**config.mk**
```make
export PLATFORM = sky130hd
export DESIGN_NAME = spi_serf
export DESIGN_NICKNAME = d
export VERILOG_FILES = /design/src/rtl/spi_serf.sv
export SDC_FILE = /design/constraint.sdc
export NUM_CORES = 1
export LEC_CHECK = 0
export BUFFER_PORTS_ARGS = -buffer_cell sky130_fd_sc_hd__buf_4
export CORE_ASPECT_RATIO = 0.8
export CORE_MARGIN = 2
export CORE_UTILIZATION = 39
export DETAILED_ROUTE_END_ITERATION = 8
export GPL_ROUTABILITY_DRIVEN = 1
export PLACE_DENSITY = 0.64
export SYNTH_ARGS = -nofsm -noshare
export SYNTH_HDL_FRONTEND = slang
export SYNTH_SLANG_ARGS = --single-unit
```
**constraint.sdc**
```tcl
create_clock -name clk -period 1.65 [get_ports clk]
set_input_delay 0.33 -clock clk [delete_from_list [all_inputs] [get_ports clk]]
set_output_delay 0.33 -clock clk [all_outputs]
set_load 0.005 [all_outputs]
```
**src/rtl/spi_serf.sv**
```systemverilog
// SPI serf: receives 16-bit commands from the monarch and shifts out a preloaded response word.
// All SPI pins are resynchronized into clk_sys-style single-clock logic; edges come from 3-flop chains.
module spi_serf (
   input  logic        clk,
   input  logic        rst,
   input  logic        SS_n,
   input  logic        SCLK,
   input  logic        MOSI,
   output logic        MISO,
   input  logic        wrt,
   input  logic [15:0] tx_data,
   output logic [15:0] cmd,
   output logic        cmd_rdy,
   input  logic        clr_cmd_rdy,
   output logic        frm_err
);

   // state | meaning
   // IDLE  | SS_n high (or not yet seen falling), MISO held low
   // SHIFT | frame in progress, counting SCLK rises up to 16
   typedef enum logic {IDLE = 1'b0, SHIFT = 1'b1} state_t;

   state_t      state_q, state_d;
   logic [2:0]  ss_sync_q, sclk_sync_q;
   logic [1:0]  mosi_sync_q;
   logic [1:0]  settle_q;
   logic [15:0] tx_buf_q;
   logic [15:0] tx_shft_q, tx_shft_d;
   logic [15:0] rx_shft_q, rx_shft_d;
   logic [4:0]  bit_cnt_q, bit_cnt_d;
   logic [15:0] cmd_q, cmd_d;
   logic        cmd_rdy_q, cmd_rdy_d;
   logic        frm_err_q, frm_err_d;

   logic sclk_rise, sclk_fall, ss_fall, ss_rise, mosi_s;

   // settle_q masks the artificial SS_n fall seen while the chain refills after reset
   assign ss_fall   = ~ss_sync_q[1] &  ss_sync_q[2] & (settle_q == 2'd0);
   assign ss_rise   =  ss_sync_q[1] & ~ss_sync_q[2];
   assign sclk_rise =  sclk_sync_q[1] & ~sclk_sync_q[2];
   assign sclk_fall = ~sclk_sync_q[1] &  sclk_sync_q[2];
   assign mosi_s    =  mosi_sync_q[1];

   always_ff @(posedge clk) begin
      if (rst) begin
         ss_sync_q   <= 3'b111;
         sclk_sync_q <= 3'b000;
         mosi_sync_q <= 2'b00;
         settle_q    <= 2'd3;
      end else begin
         ss_sync_q   <= {ss_sync_q[1:0], SS_n};
         sclk_sync_q <= {sclk_sync_q[1:0], SCLK};
         mosi_sync_q <= {mosi_sync_q[0], MOSI};
         if (settle_q != 2'd0)
            settle_q <= settle_q - 2'd1;
      end
   end

   always_comb begin
      state_d   = state_q;
      tx_shft_d = tx_shft_q;
      rx_shft_d = rx_shft_q;
      bit_cnt_d = bit_cnt_q;
      cmd_d     = cmd_q;
      frm_err_d = 1'b0;
      cmd_rdy_d = cmd_rdy_q & ~clr_cmd_rdy & ~ss_fall;
      case (state_q)
         IDLE: begin
            if (ss_fall) begin
               state_d   = SHIFT;
               tx_shft_d = tx_buf_q;
               rx_shft_d = 16'h0000;
               bit_cnt_d = 5'd0;
            end
         end
         SHIFT: begin
            if (ss_rise) begin
               state_d = IDLE;
               if (bit_cnt_q == 5'd16) begin
                  cmd_d     = rx_shft_q;
                  cmd_rdy_d = 1'b1;
               end else begin
                  frm_err_d = 1'b1;
               end
            end else begin
               if (sclk_rise && (bit_cnt_q < 5'd16)) begin
                  rx_shft_d = {rx_shft_q[14:0], mosi_s};
                  bit_cnt_d = bit_cnt_q + 5'd1;
               end
               // the leading fall before the first rise must not consume bit 15
               if (sclk_fall && (bit_cnt_q != 5'd0) && (bit_cnt_q < 5'd16))
                  tx_shft_d = {tx_shft_q[14:0], 1'b0};
            end
         end
         default: state_d = IDLE;
      endcase
   end

   always_ff @(posedge clk) begin
      if (rst) begin
         state_q   <= IDLE;
         tx_buf_q  <= 16'h0000;
         tx_shft_q <= 16'h0000;
         rx_shft_q <= 16'h0000;
         bit_cnt_q <= 5'd0;
         cmd_q     <= 16'h0000;
         cmd_rdy_q <= 1'b0;
         frm_err_q <= 1'b0;
      end else begin
         state_q   <= state_d;
         if (wrt)
            tx_buf_q <= tx_data;
         tx_shft_q <= tx_shft_d;
         rx_shft_q <= rx_shft_d;
         bit_cnt_q <= bit_cnt_d;
         cmd_q     <= cmd_d;
         cmd_rdy_q <= cmd_rdy_d;
         frm_err_q <= frm_err_d;
      end
   end

   assign MISO    = (state_q == SHIFT) & tx_shft_q[15];
   assign cmd     = cmd_q;
   assign cmd_rdy = cmd_rdy_q;
   assign frm_err = frm_err_q;

endmodule

```
Word-level counts from Yosys, hierarchy flattened
Cells that the tools add are included.
Widths: inputs -> output; s select.

cells by class
  order comparisons = 1
  bitwise gates (word level) = 16
  equal/unequal tests = 5
  muxes and demuxes = 19
  add/subtract/negate cells = 2
  reduce and logical (&&, ||, !) cells = 10

operators with widths
  operator             number
  $mux 16              6
  $pmux 16 s2          2
  $mux 5               3
  $pmux 5 s2           1
  $reduce_and 3->1     3
  $and 1x1->1          8
  $not 1->1            8
  $mux 1               6
  $add 5x1->5 const B  1
  $eq 5x5->1 const B   1
  $lt 5x5->1 const B   1
  $reduce_bool 5->1    1
  $ne 2x1->1 const B   2
  $ne 2x2->1 const B   2
  $logic_and 1x1->1    3
  $reduce_or 3->1      1
  $logic_not 2->1      1
  $pmux 1 s2           1
  $reduce_bool 2->1    1
  $sub 2x1->2 const B  1

word-level totals
  word-level logic and storage cells = 65
  input port bits = 23
  flip-flop bits (word level) = 82

Logic depth before layout (Yosys ltp)
  word-level depth = 8
  mapped depth = 8
  mapped depth without buffers = 6

Worst setup path after synthesis
No wires, ideal clock.

  path kind = reg2reg
  from = reg bit_cnt_q[0]
  to = reg tx_shft_q[10]
  stages on the path, launching flop included = 8
  path slack = 0.038 ns
  data arrival time = 1.525 ns
  period minus slack after synthesis = 1.612 ns
  library setup time = 0.086 ns
  cell sequence = dfxtp_1 > inv_1 > ha_1 > nor3b_4 > nor3b_2 > nand3_2 > buf_4 > a221oi_2

on the way
  longest elaborated chain between the ends = 5
  elaborated cells on any way between the ends = 6
  those cells by class = order compare: 1; eq/ne: 1; reduce/logical: 4

ends and longest elaborated chain
  what                                                                RTL line  text
  start, declared                                                     30        logic [4:0] bit_cnt_q, bit_cnt_d;
  start signal, assigned                                              115       bit_cnt_q <= bit_cnt_d;
  parallel branches: the longest is 2 deep, another holds $lt 5x5->1  --
  $logic_and 1x1->1 *                                                 91        if (sclk_fall && (bit_cnt_q != 5'd0) && (bit_cnt_q < 5'd16))
  $ne 2x1->1 (no source line) *                                       --
  $reduce_and 3->1 (no source line) *                                 --
  end signal, assigned                                                113       tx_shft_q <= tx_shft_d;
  end, declared                                                       28        logic [15:0] tx_shft_q, tx_shft_d;

Mark *: on every way between the ends.
A chain may end at the register's enable or synchronous reset.

Worst setup path after layout
  from = reg bit_cnt_q[0]
  to = reg tx_shft_q[14]

The elaborated chain is that of the path after synthesis.

==> reports/results.ini <==
[finish]
n_antenna_cell = 0
area_growth_pct = 22.3
final_cell_count_no_fill = 496
drive_gt1_share_pct = 26.5
mostFrequentLayoutCell = dfxtp_1
finalNetCount = 409
mostFrequentLayoutCells = dfxtp_1 (80), nand2_1 (53), buf_4 (52), a21oi_1 (36), mux2i_1 (33)

[power]
p_seq_share_pct = 55.8
combPwrFrac_pct = 6.4
swShare_pct = 22.7
p_sw_w = 0.000835
ir_drop_mv = 0.306
power_density_nw_per_um2 = 927
p_int_w = 0.00284
clock_power_share_pct = 37.8
p_leak_nw = 1.45
total_power_w = 0.00367

[grt]
grt_pass1_vias = 2339
antenna_found_initial = 0
grt_pass1_wl_mm = 10.9
grt_max_degree = 40
globalRouteOverflowTotal = 0
track_usage_pct = 15.0

[detailed_routing]
top_layer = met4
wl_met1_mm = 3.22
dr_total_vias = 2462
vias_per_cell = 4.96
drc = 0
drt_wl_total_mm = 6.41
wl_met3_um = 278
dr_wl_met2_mm = 2.82
first_iter_violations = 161
wire_per_inst_um = 12.9
dr.pass1.iters = 4
ant_nets = 0

[timing]
rsz0062_at_grt = yes
setup_viol = 0
setup_slack_ps = 48.8
setup_tns_ps = 0
whs_ps = 164
fmax_ghz = 0.625
worst_slew_pin_slew_ps = 403
final_max_slew_viol_count = 0
finalHoldViolCount = 0
min_period_over_period_pct = 97.0
relSlewSlack_pct = 73.1
timing.final.crit_period_ps = 1600
skew_ps = 10.6

[place]
gp_congestion = 0.780
placed_cells = 477
dp_hpwl_mm = 4.23
dp_slack_ps = -69.4
place.port_buffers = 41

[synth]
synth-main-ff-cell = dfxtp_1
synth_top_area_share_pct = 50.7
yosysWarnings = 0
synth_area_per_cell_um2 = 9.50
ys_seq_area_share_pct = 50.7
synthArstFlopShare_pct = 0
syn_inst = 341
ys_ff_latch = 82
synth_fp_nets = 367
netlist_top_cells_area = dfxtp_1 (51%), mux2i_1 (10%), nand2_1 (6.1%)
synth-edff-count = 0
synth_top_cell_by_area = dfxtp_1
syn_area_um2 = 3240
synth.distinct_cells = 35

[critical_path]
critPathMaxFanout = 4
criticalPathCategory = reg -> reg
crit_path_start_kind = flip-flop
cp-end-kind = flip-flop
crit_required_ps = 1920
crit_arrival_ps = 1870

[floorplanning]
fp-row-count = 29
die_h_um = 85.5
dieArea_um2 = 9060
fp.dieW_um = 106
core_area_um2 = 7980
io-pin-count = 42
initial_core_util_pct = 40.6

[cts]
clkSlewWorstSetupHoldPaths_ps = 80
clockBufferDepth = 2
cts_inserted_buffers = 9
cts_root_buf = clkbuf_8
clock-sinks = 82
cts_tree = done
cts_max_level = 3
clk_latency_ps = 350
cts_hold_buffers = 0

[run]
cap_violations = 0

[hold_path]
hold_path_class = in -> reg

[outcome]
outcome = complete, no violations

-- Yosys cell counts, types with 2 or more instances --
master,n
inv_1,4
a21oi_1,36
nor2_1,33
nand2_1,53
or2_2,5
nand4_1,3
xor2_1,2
nand3b_1,2
nand2b_1,3
nand3_1,18
ha_1,3
nand3_2,2
nor2b_1,7
nor3_1,3
buf_2,9
a221oi_2,10
a221oi_1,5
mux2i_1,33
clkbuf_1,9
dfxtp_1,82
buf_4,5
-- worst paths after layout --
check	start	end	slack [ps]	depth (start not counted)
setup / recovery	bit_cnt_q[0]	tx_shft_q[14]	50	7
hold / removal	SS_n	ss_sync_q[0]	160	2
setup reg to reg	bit_cnt_q[0]	tx_shft_q[14]	50	7
hold reg to reg	ss_sync_q[0]	ss_sync_q[1]	410	1
-- kinds of logic (layout without fill, tap and decap cells) --
| family | Yosys count | after routing | synth area share [%] |
|---|---|---|---|
| AND/OR/NAND/NOR | 136 | 136 | 19.8 |
| buffers and inverters | 30 | 77 | 4.67 |
| XOR/XNOR | 2 | 2 | 0.541 |
| adder cells (fa/ha/maj) | 3 | 3 | 1.16 |
| flip-flops | 82 | 82 | 50.7 |
| AO/OA/AOI/OAI | 54 | 54 | 12.6 |
| multiplexers | 34 | 34 | 10.5 |
-- flip-flops by register name, indices dropped and copies added, names as in the netlist --
signal / flops
tx_shft_q: 16
sclk_sync_q: 3
cmd: 16
state_q: 1
tx_buf_q: 16
ss_sync_q: 3
settle_q: 2
mosi_sync_q: 2
cmd_rdy: 1
bit_cnt_q: 5
frm_err: 1
rx_shft_q: 16
-- power groups by stage --
| stage | logic, W | registers (W) | clock network, W |
|---|---|---|---|
| global placement | 0.000219 | 0.00210 | 0 |
| global route | 0.000262 | 0.00206 | 0.00152 |
| finish | 0.000235 | 0.00205 | 0.00139 |
| detailed placement | 0.000228 | 0.00210 | 0 |
| CTS | 0.000235 | 0.00205 | 0.00144 |
| floorplan | 0.000154 | 0.00209 | 0 |
-- worst max-delay path, stage by stage, from the launching register on --
cell and delay, ps:
dfxtp_2 330, inv_2 60, ha_4 110, nor3b_4 240
nor3b_2 100, a31o_4 280, buf_4 160, a221oi_2 250
-- area by class of cell --
type	instances	area [um^2]
Tap cell	108	135
Clock inverter	5	55.1
Timing Repair Buffer	57	485
Multi-Input combinational cell	229	1500
Inverter	4	15.0
Sequential cell	82	1640
Fill cell	761	4020
Clock buffer	11	131
-- per-stage QoR --
stage	utilization [%]	area (um^2)
floorplan	-	3240
global placement	46.1	3680
detailed placement	46.1	3680
CTS	49.2	3930
global route	49.6	3960
finish	49.6	3960
-- layer usage --
layer | up-vias | track usage, %
met3 | 13 | 5.09
met2 | 47 | 23.2
met5 | - | 0
met4 | 0 | 6.34
li1 | 1254 | -
met1 | 1148 | 19.3
-- repair_timing --
item                                    in CTS  in global routing
endpoints found under the setup margin       3                 18
resized for setup                            5                 10
buffers inserted                             3                  0
pin swaps                                    2                  4
hold endpoints to repair                     0                  0
(Power assumes the default switching activity.)
